==> src/rtl/time_counter_pkg.sv <==
// ----------------------------------------------------------------------------
// time_counter_pkg
// Shared constants for the time counter: direction and field-select encodings,
// the fixed seconds/minutes moduli, and a helper that sizes a register to
// hold the range 0..modulus-1.
// ----------------------------------------------------------------------------
package time_counter_pkg;

    localparam logic DIR_UP    = 1'b0;
    localparam logic DIR_DOWN  = 1'b1;

    localparam logic FIELD_HR  = 1'b0;
    localparam logic FIELD_MIN = 1'b1;

    localparam int SEC_MOD = 60;
    localparam int MIN_MOD = 60;

    // Bits needed for values 0..modulus-1 (never less than one bit).
    function automatic int width_for(input int modulus);
        return (modulus <= 2) ? 1 : $clog2(modulus);
    endfunction

endpackage

==> src/rtl/time_counter_gen2_if.sv <==
// ----------------------------------------------------------------------------
// time_counter_gen2_if
// Control and value bundle of the time counter.
//   master: drives tick/enable/down/clear/setting_enable/set_hr_or_min/
//           inc_short/inc_long, observes the value and pulse outputs.
//   slave : the counter itself.
// Value outputs are OUT_W wide; pulses are one clk wide; at_zero is a level.
// ----------------------------------------------------------------------------
interface time_counter_gen2_if #(
    parameter int OUT_W = 14
);
    logic             tick;
    logic             enable;
    logic             down;
    logic             clear;
    logic             setting_enable;
    logic             set_hr_or_min;
    logic             inc_short;
    logic             inc_long;
    logic [OUT_W-1:0] small_sec_out;
    logic [OUT_W-1:0] seconds_out;
    logic [OUT_W-1:0] minutes_out;
    logic [OUT_W-1:0] hours_out;
    logic             sec_pulse;
    logic             day_wrap;
    logic             zero_reached;
    logic             at_zero;

    modport master (
        output tick, enable, down, clear, setting_enable, set_hr_or_min,
               inc_short, inc_long,
        input  small_sec_out, seconds_out, minutes_out, hours_out,
               sec_pulse, day_wrap, zero_reached, at_zero
    );

    modport slave (
        input  tick, enable, down, clear, setting_enable, set_hr_or_min,
               inc_short, inc_long,
        output small_sec_out, seconds_out, minutes_out, hours_out,
               sec_pulse, day_wrap, zero_reached, at_zero
    );
endinterface

==> src/rtl/mod_field_counter.sv <==
// ----------------------------------------------------------------------------
// mod_field_counter
// One modulo-MOD digit of the cascaded time counter.
//   clk, reset   : clock, asynchronous active-high reset
//   clr          : synchronous zero, wins over every step
//   step_up      : +1, wrapping MOD-1 -> 0 and raising wrap
//   step_dn      : -1, wrapping 0 -> MOD-1 and raising wrap
//   step_nowrap  : +1 with field wrap but without signalling wrap (setting)
//   value        : registered field value
//   wrap         : combinational carry (when stepping up) or borrow (down)
// ----------------------------------------------------------------------------
module mod_field_counter #(
    parameter int MOD = 60,
    parameter int W   = 6
) (
    input  logic         clk,
    input  logic         reset,
    input  logic         clr,
    input  logic         step_up,
    input  logic         step_dn,
    input  logic         step_nowrap,
    output logic [W-1:0] value,
    output logic         wrap
);
    localparam logic [W-1:0] MAX_VAL = W'(MOD - 1);

    logic [W-1:0] value_reg;
    logic [W-1:0] value_next;
    logic         at_max;
    logic         at_min;

    assign at_max = (value_reg == MAX_VAL);
    assign at_min = (value_reg == '0);

    always_comb begin
        value_next = value_reg;
        if (clr) begin
            value_next = '0;
        end else if (step_up || step_nowrap) begin
            value_next = at_max ? '0 : value_reg + W'(1);
        end else if (step_dn) begin
            value_next = at_min ? MAX_VAL : value_reg - W'(1);
        end
    end

    // Up and down steps are never requested together, so one wrap output
    // serves as carry or borrow depending on the caller's direction.
    assign wrap  = ~clr & ((step_up & at_max) | (step_dn & at_min));
    assign value = value_reg;

    always_ff @(posedge clk or posedge reset) begin
        if (reset) begin
            value_reg <= '0;
        end else begin
            value_reg <= value_next;
        end
    end
endmodule

==> src/rtl/time_counter_gen2.sv <==
// ----------------------------------------------------------------------------
// time_counter_gen2
// Cascaded sub-second/second/minute/hour counter, counting up or down, with
// in-place hour/minute setting (short-press step, long-press auto-repeat).
//   clk, reset : clock, asynchronous active-high reset
//   bus        : time_counter_gen2_if.slave (controls in, values/pulses out)
// Priority per edge: clear > setting > counting.
// ----------------------------------------------------------------------------
module time_counter_gen2
    import time_counter_pkg::*;
#(
    parameter int TICK_HZ       = 10000,
    parameter int HOURS         = 24,
    parameter int OUT_W         = 14,
    parameter int REPEAT_DELAY  = 5000,
    parameter int REPEAT_PERIOD = 2000
) (
    input  logic               clk,
    input  logic               reset,
    time_counter_gen2_if.slave bus
);
    localparam int SUB_W   = width_for(TICK_HZ);
    localparam int SEC_W   = width_for(SEC_MOD);
    localparam int MIN_W   = width_for(MIN_MOD);
    localparam int HR_W    = width_for(HOURS);
    localparam int REP_MAX = (REPEAT_DELAY > REPEAT_PERIOD) ? REPEAT_DELAY : REPEAT_PERIOD;
    localparam int REP_W   = width_for(REP_MAX);
    localparam logic [REP_W-1:0] DELAY_LAST  = REP_W'(REPEAT_DELAY - 1);
    localparam logic [REP_W-1:0] PERIOD_LAST = REP_W'(REPEAT_PERIOD - 1);

    logic [SUB_W-1:0] sub_val;
    logic [SEC_W-1:0] sec_val;
    logic [MIN_W-1:0] min_val;
    logic [HR_W-1:0]  hr_val;
    logic             sub_wrap, sec_wrap, min_wrap, hr_wrap;

    logic             count_step, up_step, dn_step;
    logic             all_zero, one_left;
    logic             set_inc, set_min, set_hr, short_edge;

    logic             inc_short_d_reg;
    logic [REP_W-1:0] rep_cnt_reg, rep_cnt_next;
    logic             rep_armed_reg, rep_armed_next;
    logic             rep_hold, rep_fire;

    logic             sec_pulse_reg, sec_pulse_next;
    logic             day_wrap_reg, day_wrap_next;
    logic             zero_reached_reg, zero_reached_next;

    assign all_zero   = (sub_val == '0) && (sec_val == '0) && (min_val == '0) && (hr_val == '0);
    // Exactly one sub-tick above zero; with a 1 Hz tick the sub field is
    // stuck at 0 and the last step comes from the seconds field.
    assign one_left   = (TICK_HZ > 1)
                      ? ((sub_val == SUB_W'(1)) && (sec_val == '0) && (min_val == '0) && (hr_val == '0))
                      : ((sec_val == SEC_W'(1)) && (min_val == '0) && (hr_val == '0));

    assign count_step = bus.tick & bus.enable & ~bus.setting_enable & ~bus.clear;
    assign up_step    = count_step & (bus.down == DIR_UP);
    // Counting down from all-zero is a no-op: no wrap, no pulses.
    assign dn_step    = count_step & (bus.down == DIR_DOWN) & ~all_zero;

    // inc_short step request: rising edge against last cycle's level.
    assign short_edge = bus.inc_short & ~inc_short_d_reg;

    // Auto-repeat: counts ticks while inc_long is held in setting mode. The
    // first firing waits REPEAT_DELAY ticks; afterwards the armed flag
    // switches the terminal count to REPEAT_PERIOD.
    assign rep_hold = bus.setting_enable & bus.inc_long & ~bus.clear;

    always_comb begin
        rep_cnt_next   = rep_cnt_reg;
        rep_armed_next = rep_armed_reg;
        rep_fire       = 1'b0;
        if (!rep_hold) begin
            rep_cnt_next   = '0;
            rep_armed_next = 1'b0;
        end else if (bus.tick) begin
            if ((!rep_armed_reg && rep_cnt_reg == DELAY_LAST) ||
                ( rep_armed_reg && rep_cnt_reg == PERIOD_LAST)) begin
                rep_fire       = 1'b1;
                rep_cnt_next   = '0;
                rep_armed_next = 1'b1;
            end else begin
                rep_cnt_next   = rep_cnt_reg + REP_W'(1);
            end
        end
    end

    // A short edge and a repeat firing on the same edge merge into one step.
    assign set_inc = bus.setting_enable & ~bus.clear & (short_edge | rep_fire);
    assign set_min = set_inc & (bus.set_hr_or_min == FIELD_MIN);
    assign set_hr  = set_inc & (bus.set_hr_or_min == FIELD_HR);

    mod_field_counter #(.MOD(TICK_HZ), .W(SUB_W)) u_sub (
        .clk(clk), .reset(reset), .clr(bus.clear | set_inc),
        .step_up(up_step), .step_dn(dn_step), .step_nowrap(1'b0),
        .value(sub_val), .wrap(sub_wrap)
    );

    mod_field_counter #(.MOD(SEC_MOD), .W(SEC_W)) u_sec (
        .clk(clk), .reset(reset), .clr(bus.clear | set_inc),
        .step_up(sub_wrap & up_step), .step_dn(sub_wrap & dn_step), .step_nowrap(1'b0),
        .value(sec_val), .wrap(sec_wrap)
    );

    mod_field_counter #(.MOD(MIN_MOD), .W(MIN_W)) u_min (
        .clk(clk), .reset(reset), .clr(bus.clear),
        .step_up(sec_wrap & up_step), .step_dn(sec_wrap & dn_step), .step_nowrap(set_min),
        .value(min_val), .wrap(min_wrap)
    );

    mod_field_counter #(.MOD(HOURS), .W(HR_W)) u_hr (
        .clk(clk), .reset(reset), .clr(bus.clear),
        .step_up(min_wrap & up_step), .step_dn(min_wrap & dn_step), .step_nowrap(set_hr),
        .value(hr_val), .wrap(hr_wrap)
    );

    // Pulses are registered so they line up with the updated field values.
    assign sec_pulse_next    = sub_wrap;
    assign day_wrap_next     = hr_wrap & up_step;
    assign zero_reached_next = dn_step & one_left;

    always_ff @(posedge clk or posedge reset) begin
        if (reset) begin
            inc_short_d_reg  <= 1'b0;
            rep_cnt_reg      <= '0;
            rep_armed_reg    <= 1'b0;
            sec_pulse_reg    <= 1'b0;
            day_wrap_reg     <= 1'b0;
            zero_reached_reg <= 1'b0;
        end else begin
            inc_short_d_reg  <= bus.inc_short;
            rep_cnt_reg      <= rep_cnt_next;
            rep_armed_reg    <= rep_armed_next;
            sec_pulse_reg    <= sec_pulse_next;
            day_wrap_reg     <= day_wrap_next;
            zero_reached_reg <= zero_reached_next;
        end
    end

    assign bus.small_sec_out = OUT_W'(sub_val);
    assign bus.seconds_out   = OUT_W'(sec_val);
    assign bus.minutes_out   = OUT_W'(min_val);
    assign bus.hours_out     = OUT_W'(hr_val);
    assign bus.sec_pulse     = sec_pulse_reg;
    assign bus.day_wrap      = day_wrap_reg;
    assign bus.zero_reached  = zero_reached_reg;
    assign bus.at_zero       = all_zero;
endmodule

==> src/flat_wrapper.sv <==
// flat-port wrapper written by rule: the top's interface ports become plain ports
module time_counter_gen2_flat import time_counter_pkg::*;
#(
    parameter int TICK_HZ       = 10000,
    parameter int HOURS         = 24,
    parameter int OUT_W         = 14,
    parameter int REPEAT_DELAY  = 5000,
    parameter int REPEAT_PERIOD = 2000
)
  (clk, reset, bus_tick, bus_enable, bus_down, bus_clear, bus_setting_enable, bus_set_hr_or_min, bus_inc_short, bus_inc_long, bus_small_sec_out, bus_seconds_out, bus_minutes_out, bus_hours_out, bus_sec_pulse, bus_day_wrap, bus_zero_reached, bus_at_zero);
  time_counter_gen2_if #(.OUT_W(OUT_W)) bus_i ();
  input  logic clk;
  input  logic reset;
  input wire logic [$bits(bus_i.tick)-1:0] bus_tick;
  input wire logic [$bits(bus_i.enable)-1:0] bus_enable;
  input wire logic [$bits(bus_i.down)-1:0] bus_down;
  input wire logic [$bits(bus_i.clear)-1:0] bus_clear;
  input wire logic [$bits(bus_i.setting_enable)-1:0] bus_setting_enable;
  input wire logic [$bits(bus_i.set_hr_or_min)-1:0] bus_set_hr_or_min;
  input wire logic [$bits(bus_i.inc_short)-1:0] bus_inc_short;
  input wire logic [$bits(bus_i.inc_long)-1:0] bus_inc_long;
  output wire logic [$bits(bus_i.small_sec_out)-1:0] bus_small_sec_out;
  output wire logic [$bits(bus_i.seconds_out)-1:0] bus_seconds_out;
  output wire logic [$bits(bus_i.minutes_out)-1:0] bus_minutes_out;
  output wire logic [$bits(bus_i.hours_out)-1:0] bus_hours_out;
  output wire logic [$bits(bus_i.sec_pulse)-1:0] bus_sec_pulse;
  output wire logic [$bits(bus_i.day_wrap)-1:0] bus_day_wrap;
  output wire logic [$bits(bus_i.zero_reached)-1:0] bus_zero_reached;
  output wire logic [$bits(bus_i.at_zero)-1:0] bus_at_zero;
  assign bus_i.tick = bus_tick;
  assign bus_i.enable = bus_enable;
  assign bus_i.down = bus_down;
  assign bus_i.clear = bus_clear;
  assign bus_i.setting_enable = bus_setting_enable;
  assign bus_i.set_hr_or_min = bus_set_hr_or_min;
  assign bus_i.inc_short = bus_inc_short;
  assign bus_i.inc_long = bus_inc_long;
  assign bus_small_sec_out = bus_i.small_sec_out;
  assign bus_seconds_out = bus_i.seconds_out;
  assign bus_minutes_out = bus_i.minutes_out;
  assign bus_hours_out = bus_i.hours_out;
  assign bus_sec_pulse = bus_i.sec_pulse;
  assign bus_day_wrap = bus_i.day_wrap;
  assign bus_zero_reached = bus_i.zero_reached;
  assign bus_at_zero = bus_i.at_zero;
  time_counter_gen2 #(.TICK_HZ(TICK_HZ), .HOURS(HOURS), .OUT_W(OUT_W), .REPEAT_DELAY(REPEAT_DELAY), .REPEAT_PERIOD(REPEAT_PERIOD)) u_core (.clk(clk), .reset(reset), .bus(bus_i));
endmodule
==> config.mk <==
export PLATFORM = sky130hd
export DESIGN_NAME = time_counter_gen2_flat
export DESIGN_NICKNAME = d
export VERILOG_FILES = /design/src/rtl/time_counter_pkg.sv /design/src/rtl/time_counter_gen2_if.sv /design/src/rtl/mod_field_counter.sv /design/src/rtl/time_counter_gen2.sv /design/src/flat_wrapper.sv
export SDC_FILE = /design/constraint.sdc
export NUM_CORES = 1
export LEC_CHECK = 0
export CORE_MARGIN = 2
export CORE_UTILIZATION = 51
export CTS_BUF_LIST = sky130_fd_sc_hd__clkbuf_4
export CTS_CLUSTER_DIAMETER = 40
export DETAILED_ROUTE_END_ITERATION = 16
export GPL_TIMING_DRIVEN = 0
export HOLD_SLACK_MARGIN = 0.1
export PLACE_DENSITY_LB_ADDON = 0.2
export SYNTH_ARGS = -nofsm -noshare
export SYNTH_HDL_FRONTEND = slang
export SYNTH_SLANG_ARGS = --single-unit
==> constraint.sdc <==
create_clock -name clk -period 2.29 [get_ports clk]
set_input_delay 0.229 -clock clk [delete_from_list [all_inputs] [get_ports clk]]
set_output_delay 0.229 -clock clk [all_outputs]
set_load 0.02 [all_outputs]
==> flow_summary.yaml, run 1 <==
die:
  num_rows: 33
  core_area_sq_um: 8090
  initial_core_util_pct: 52.0
  die_w_um: 94.9
  dieArea_sq_um: 9000
  die_y_um: 94.9
  pin_count: 70
timing:
  slew_viol_final: 0
  setup_slack_ns: -0.0302
  period_needed_ns: 2.32
  rsz0062_at_grt: "true"
  finalSetupViolCount: 6
  hold_slack_ns: 0.155
  clock.fmax_mhz: 431
  fin_worst_skew_ns: 0.0168
  fin_setup_tns_ns: -0.105
  hold_viol: 0
  period_share_pct: 101
  worst_slew_pin_slew_ns: 0.661
  slew_headroom_pct: 55.9
routing:
  dr.pass1.iters: 5
  drt_iter0_drc: 426
  ant_nets: 0
  via_per_inst: 6.11
  drt_wl_total_um: 12700
  vias: 4525
  remaining_drc_errors: 0
  wl_per_cell_um: 17.2
clock_tree:
  clk_path_buf_depth: 2
  root_buffer: "clkbuf_4"
  insertion_delay_ns: 0.38
  cts.sink_count: 49
  cts_tree: "done"
  clkTransAtPathRegs_ns: 0.16
  htree_levels: 2
  numCtsBuffers: 5
  ctsHoldBuffers: 0
critical_path:
  cp.required_ns: 2.55
  path_class: "reg2reg"
  worst_ep_arrival_time_ns: 2.58
  worst-path-buf-inv: 2
  critical_path.top_delay_family: "simple AND/OR/NAND/NOR gates"
  path_cells: "or4b_4 -> mux2_4 -> nor4b_4 -> buf_4 -> nor3_4 -> buf_6 -> o21ai_1 -> o21ai_1"
  path_common_cell: "o21ai_1"
  critPathMaxFanout: 10
  cp_num_cells: 8
  max_stage_delay_ns: 0.53
  regToRegSetupSlack_ns: -0.03
  cp-start-kind: "register"
  cpMaxStageDelayCell: "or4b_4"
  reg2reg_depth: 8
  crit_path_end_kind: "register"
yosys:
  synth_top_area_share_pct: 29.1
  synth_edf_count: 0
  synth_cell_type_count: 76
  synthFlopType: "dfrtp_1"
  ys_top_cells_by_area: "dfrtp_1 (29%), nand2_1 (5.2%), buf_4 (4.6%)"
  ys_ff_latch: 49
  yosys.area.top_type: "dfrtp_1"
  avgSynthCellArea_sq_um: 8.18
  synthCells: 515
  ys_warn_count: 0
  ys_seq_area_share_pct: 29.1
  ys_async_sr_fraction_pct: 100
  synth_area_sq_um: 4210
place:
  hpwl_um: 8250
  io_buffers: 44
  place_congestion: 0.906
  place_area_sq_um: 4900
power_and_ir_drop:
  power.internal_w: 0.00204
  p_seq_share_pct: 29.7
  vdd_drop_max_uv: 397
  p_per_area_nw_per_um2: 603
  cellLeakagePower_nw: 2.45
  pwr-share-clk_pct: 18.6
  p_sw_share_pct: 40.7
  power_w: 0.00343
  p_comb_share_pct: 51.7
  power.net_switching_w: 0.00140
layout:
  finalNetCount: 659
  largest_reg_flops: 14
  final_core_util_pct: 70.3
  num-fill-cells: 637
  drive_gt1_share_pct: 27.4
  final_area_sq_um: 5690
  syn2layout_area_growth_pct: 35.2
  diodes: 0
outcome:
  failed_checks: "setup timing"
  status: "finished with violations"
global_routing:
  grt_pass1_wl_um: 19500
  grt_antenna_before_repair: 0
  grt.overflow.total: 0
  grt_max_degree: 33
  first_global_vias: 4076
  grt_use_total_pct: 26.9
job:
  cap_violations: 0
worst_hold_path:
  hp-class: "in2async"
## worst paths after layout
| kind | endpoint | from |
|---|---|---|
| max | u_core.u_sub.value[7] | u_core.rep_cnt_reg[6] |
| min | u_core.u_sub.value[11] | reset |
| max reg2reg | u_core.u_sub.value[7] | u_core.rep_cnt_reg[6] |
| min reg2reg | u_core.rep_cnt_reg[6] | u_core.rep_cnt_reg[6] |
| max in group asynchronous | u_core.u_hr.value[0] | reset |
| min in group clk | u_core.inc_short_d_reg | bus_inc_short |
## cell usage after synthesis, drive strengths merged (5+ instances only)
cell,instances
a21oi,13
a22o,6
a31oi,6
and2,9
and3,12
buf,35
clkbuf,17
dfrtp,49
ha,14
inv,15
nand2,58
nand3,29
nand4,13
nor2,53
nor2b,8
nor3,17
nor3b,6
nor4,8
o21ai,38
o22ai,8
o31ai,5
xnor2,8
xor2,10
## power groups by stage
stage               sequential [W]  clock (W)  combinational, W
global route               0.00102   0.000688           0.00189
global placement           0.00101          0           0.00127
detailed placement         0.00102          0           0.00130
floorplan                  0.00107          0          0.000896
finish                     0.00102   0.000640           0.00177
CTS                        0.00101   0.000646           0.00151
## per-stage QoR
stage          instances  worst slack [ns]
2_1_floorplan        539            0.0414
3_3_place_gp         688            -0.387
3_5_place_dp         689            -0.453
4_1_cts              718           -0.0176
5_1_grt              741            -0.106
6_report             741           -0.0302
## layout by cell type (no fill, tap or decap), types with 10 or more instances in the layout
master and count:
dfrtp_2 10, conb_1 25, clkdlybuf4s50_1 43, a21oi_1 13, buf_4 72, o21ai_0 31
nand4_1 11, nor3_1 11, dfrtp_1 39, xor2_1 10, nand3_1 26, ha_1 11
nor2_1 45, and3_1 11, nand2_1 54
## cell families after synthesis
kind of cell / count (synthesis) / share of synthesized area, %
other cells: 1 / 0.0891
mux: 6 / 1.72
xor+xnor: 18 / 3.74
compound gates: 122 / 20.8
simple gates: 238 / 31.3
fa+ha+maj: 14 / 4.16
flops: 49 / 29.1
buf+inv: 67 / 9.00
## layer usage
metal	global-route usage (%)	routed length, um	up-vias
met5	0	0	-
met1	34.8	5180	2119
li1	-	-	2095
met4	9.06	388	0
met2	45.9	6340	254
met3	3.83	817	57
## layout make-up
type                            instances  area (sq um)  share of cell area [%]
Tap cell                              105           131                    2.31
Timing Repair Buffer                   93           830                    14.6
Buffer                                 48           328                    5.76
Sequential cell                        49          1240                    21.8
Clock inverter                          3          65.1                    1.14
Inverter                               15          56.3                   0.989
Multi-Input combinational cell        423          3010                    52.8
Clock buffer                            5          37.5                   0.659
## repair_timing
action                                  in CTS  in global routing
buffers inserted                            22                 26
endpoints found under the setup margin      33                 42
resized for setup                           41                 60
pin swaps                                   13                 14
cloned                                       0                  0
(Power assumes the default switching activity.)
==> run 2, diff against run 1 <==
--- a/config.mk
+++ b/config.mk
@@ -5,7 +5,7 @@
 export SDC_FILE = /design/constraint.sdc
 export NUM_CORES = 1
 export LEC_CHECK = 0
-export CORE_MARGIN = 2
+export CORE_MARGIN = 1
 export CORE_UTILIZATION = 51
 export CTS_BUF_LIST = sky130_fd_sc_hd__clkbuf_4
 export CTS_CLUSTER_DIAMETER = 40
==> run 2 against run 1 <==
The flow still finishes with violations (setup timing). Core utilization grew 1.4 points. Non-clock buffer count down 4. Design area fell by 1.1%. Sequential power is essentially flat. Worst hold slack got worse by 0.052 ns. First-iteration DRC count fell by 3.3%. Clock power shrank 29%. Combinational power barely moved. Clock skew increased by 0.016 ns. Critical path depth decreased by 1. Routed wire length is 0.36% lower. Via count up 1.7%. Critical path type is now reg2out. Highest routed layer unchanged.
==> flow_summary.yaml, run 2 (synthesized netlist as in run 1, its figures left out) <==
die:
  initial_core_util_pct: 53.7
  num_rows: 32
  core_area_sq_um: 7850
  die_w_um: 92.9
  die_y_um: 92.9
  dieArea_sq_um: 8620
  pin_count: 70
timing:
  hold_viol: 0
  slew_headroom_pct: 56.6
  period_share_pct: 101
  clock.fmax_mhz: 434
  finalSetupViolCount: 2
  hold_slack_ns: 0.103
  setup_slack_ns: -0.0161
  rsz0062_at_grt: "true"
  period_needed_ns: 2.31
  worst_slew_pin_slew_ns: 0.647
  fin_setup_tns_ns: -0.0206
  slew_viol_final: 0
  fin_worst_skew_ns: 0.0325
layout:
  final_area_sq_um: 5630
  num-fill-cells: 617
  drive_gt1_share_pct: 26.9
  final_cell_mix: "buf_4 (67), nand2_1 (54), nor2_1 (47)"
  finalNetCount: 655
  final_common_cell: "buf_4"
  diodes: 0
  syn2layout_area_growth_pct: 33.7
  largest_reg_flops: 14
  seq_area_sq_um: 1240
  multi_input_area_sq_um: 3010
clock_tree:
  insertion_delay_ns: 0.41
  numCtsBuffers: 5
  root_buffer: "clkbuf_4"
  clkTransAtPathRegs_ns: 0.18
  clk_path_buf_depth: 2
  htree_levels: 2
  cts_tree: "done"
  cts.sink_count: 49
global_routing:
  first_global_vias: 4034
  grt_pass1_wl_um: 19200
  grt_antenna_before_repair: 0
  grt.overflow.total: 0
  grt_max_degree: 33
  grt_use_total_pct: 27.5
routing:
  dr.pass1.iters: 7
  via_per_inst: 6.27
  drt_wl_total_um: 12700
  drt_iter0_drc: 412
  remaining_drc_errors: 0
  wl_per_cell_um: 17.3
  vias: 4604
  ant_nets: 0
critical_path:
  regToRegSetupSlack_ns: 0
  r2r_end: "u_core.u_sub.value[3]"
  critPathMaxFanout: 4
  cp-start-kind: "register"
  crit_path_end_kind: "output port"
  cp.required_ns: 2.06
  reg2reg_depth: 10
  path_class: "reg2out"
  r2r_start: "u_core.u_sec.value[0]"
  worst_ep_arrival_time_ns: 2.08
power_and_ir_drop:
  vdd_drop_max_uv: 372
  cellLeakagePower_nw: 2.39
  p_per_area_nw_per_um2: 578
place:
  hpwl_um: 8300
  place_area_sq_um: 4900
  place_congestion: 0.910
  io_buffers: 44
outcome:
  failed_checks: "setup timing"
  status: "finished with violations"
job:
  cap_violations: 0
worst_hold_path:
  hp-class: "in2async"
[run 2: cell count changes in the layout (fill, tap and decap cells not counted), sizes merged]
| cell | previous run | this run |
|---|---|---|
| buf | 86 | 82 |
| bufinv | 2 | 0 |
| clkinvlp | 0 | 1 |
| inv | 15 | 16 |
[run 2: timing repair]
| item | CTS | global route |
|---|---|---|
| endpoints found under the setup margin | 32 | 38 |
| buffers inserted | 17 | 29 |
| resized for setup | 26 | 71 |
| pin swaps | 10 | 9 |
| hold buffers | 0 | 0 |
| cloned | 0 | 1 |
[run 2: worst max-delay path by stage]
stage | startpoint | to | cells past startpoint
6_report | u_core.u_hr.value[1] | bus_at_zero | 7
5_1_grt | u_core.u_hr.value[1] | bus_at_zero | 7
4_1_cts | u_core.u_sec.value[0] | bus_at_zero | 6
3_5_place_dp | u_core.u_hr.value[0] | u_core.u_sec.value[2] | 7
3_3_place_gp | u_core.u_hr.value[0] | u_core.u_sec.value[2] | 7
2_1_floorplan | u_core.u_sub.value[4] | u_core.u_min.value[0] | 6
[run 2: through the flow]
stage	util, %	setup WS [ns]	power, W	cells
3_5_place_dp	62.4	-0.399	0.00232	686
3_3_place_gp	62.2	-0.377	0.00228	685
2_1_floorplan	-	0.0414	0.00196	539
6_report	71.7	-0.0161	0.00325	734
5_1_grt	71.7	-0.102	0.00342	734
4_1_cts	65.9	-0.147	0.00293	708
[run 2: cell type report]
type                            count  area share, %
Tap cell                          102           2.27
Clock inverter                      3          0.444
Clock buffer                        5          0.667
Multi-Input combinational cell    423           53.4
Sequential cell                    49           22.0
Buffer                             45           5.49
Timing Repair Buffer               92           14.7
Inverter                           15           1.00
[run 2: power breakdown]
group / internal, W / switching (W)
combinational: 0.000785 / 0.000995
clock: 0.000126 / 0.000327
sequential: 0.000922 / 0.0000998
total: 0.00183 / 0.00142
[run 2: routing by layer]
layer / vias to the layer above / track usage [%] / wire, um
li1: 2096 / - / -
met1: 2193 / 34.2 / 5170
met2: 264 / 46.8 / 6160
met3: 51 / 5.01 / 910
met4: 0 / 11.0 / 442
met5: - / 0 / 0
[run 2: worst max-delay path, stage by stage, from the launching register on]
cell and delay (ns):
dfrtp_2 0.47, inv_2 0.09, ha_4 0.14, nor4b_4 0.23, buf_4 0.18, nand3_2 0.13, nor3_4 0.27, buf_6 0.16
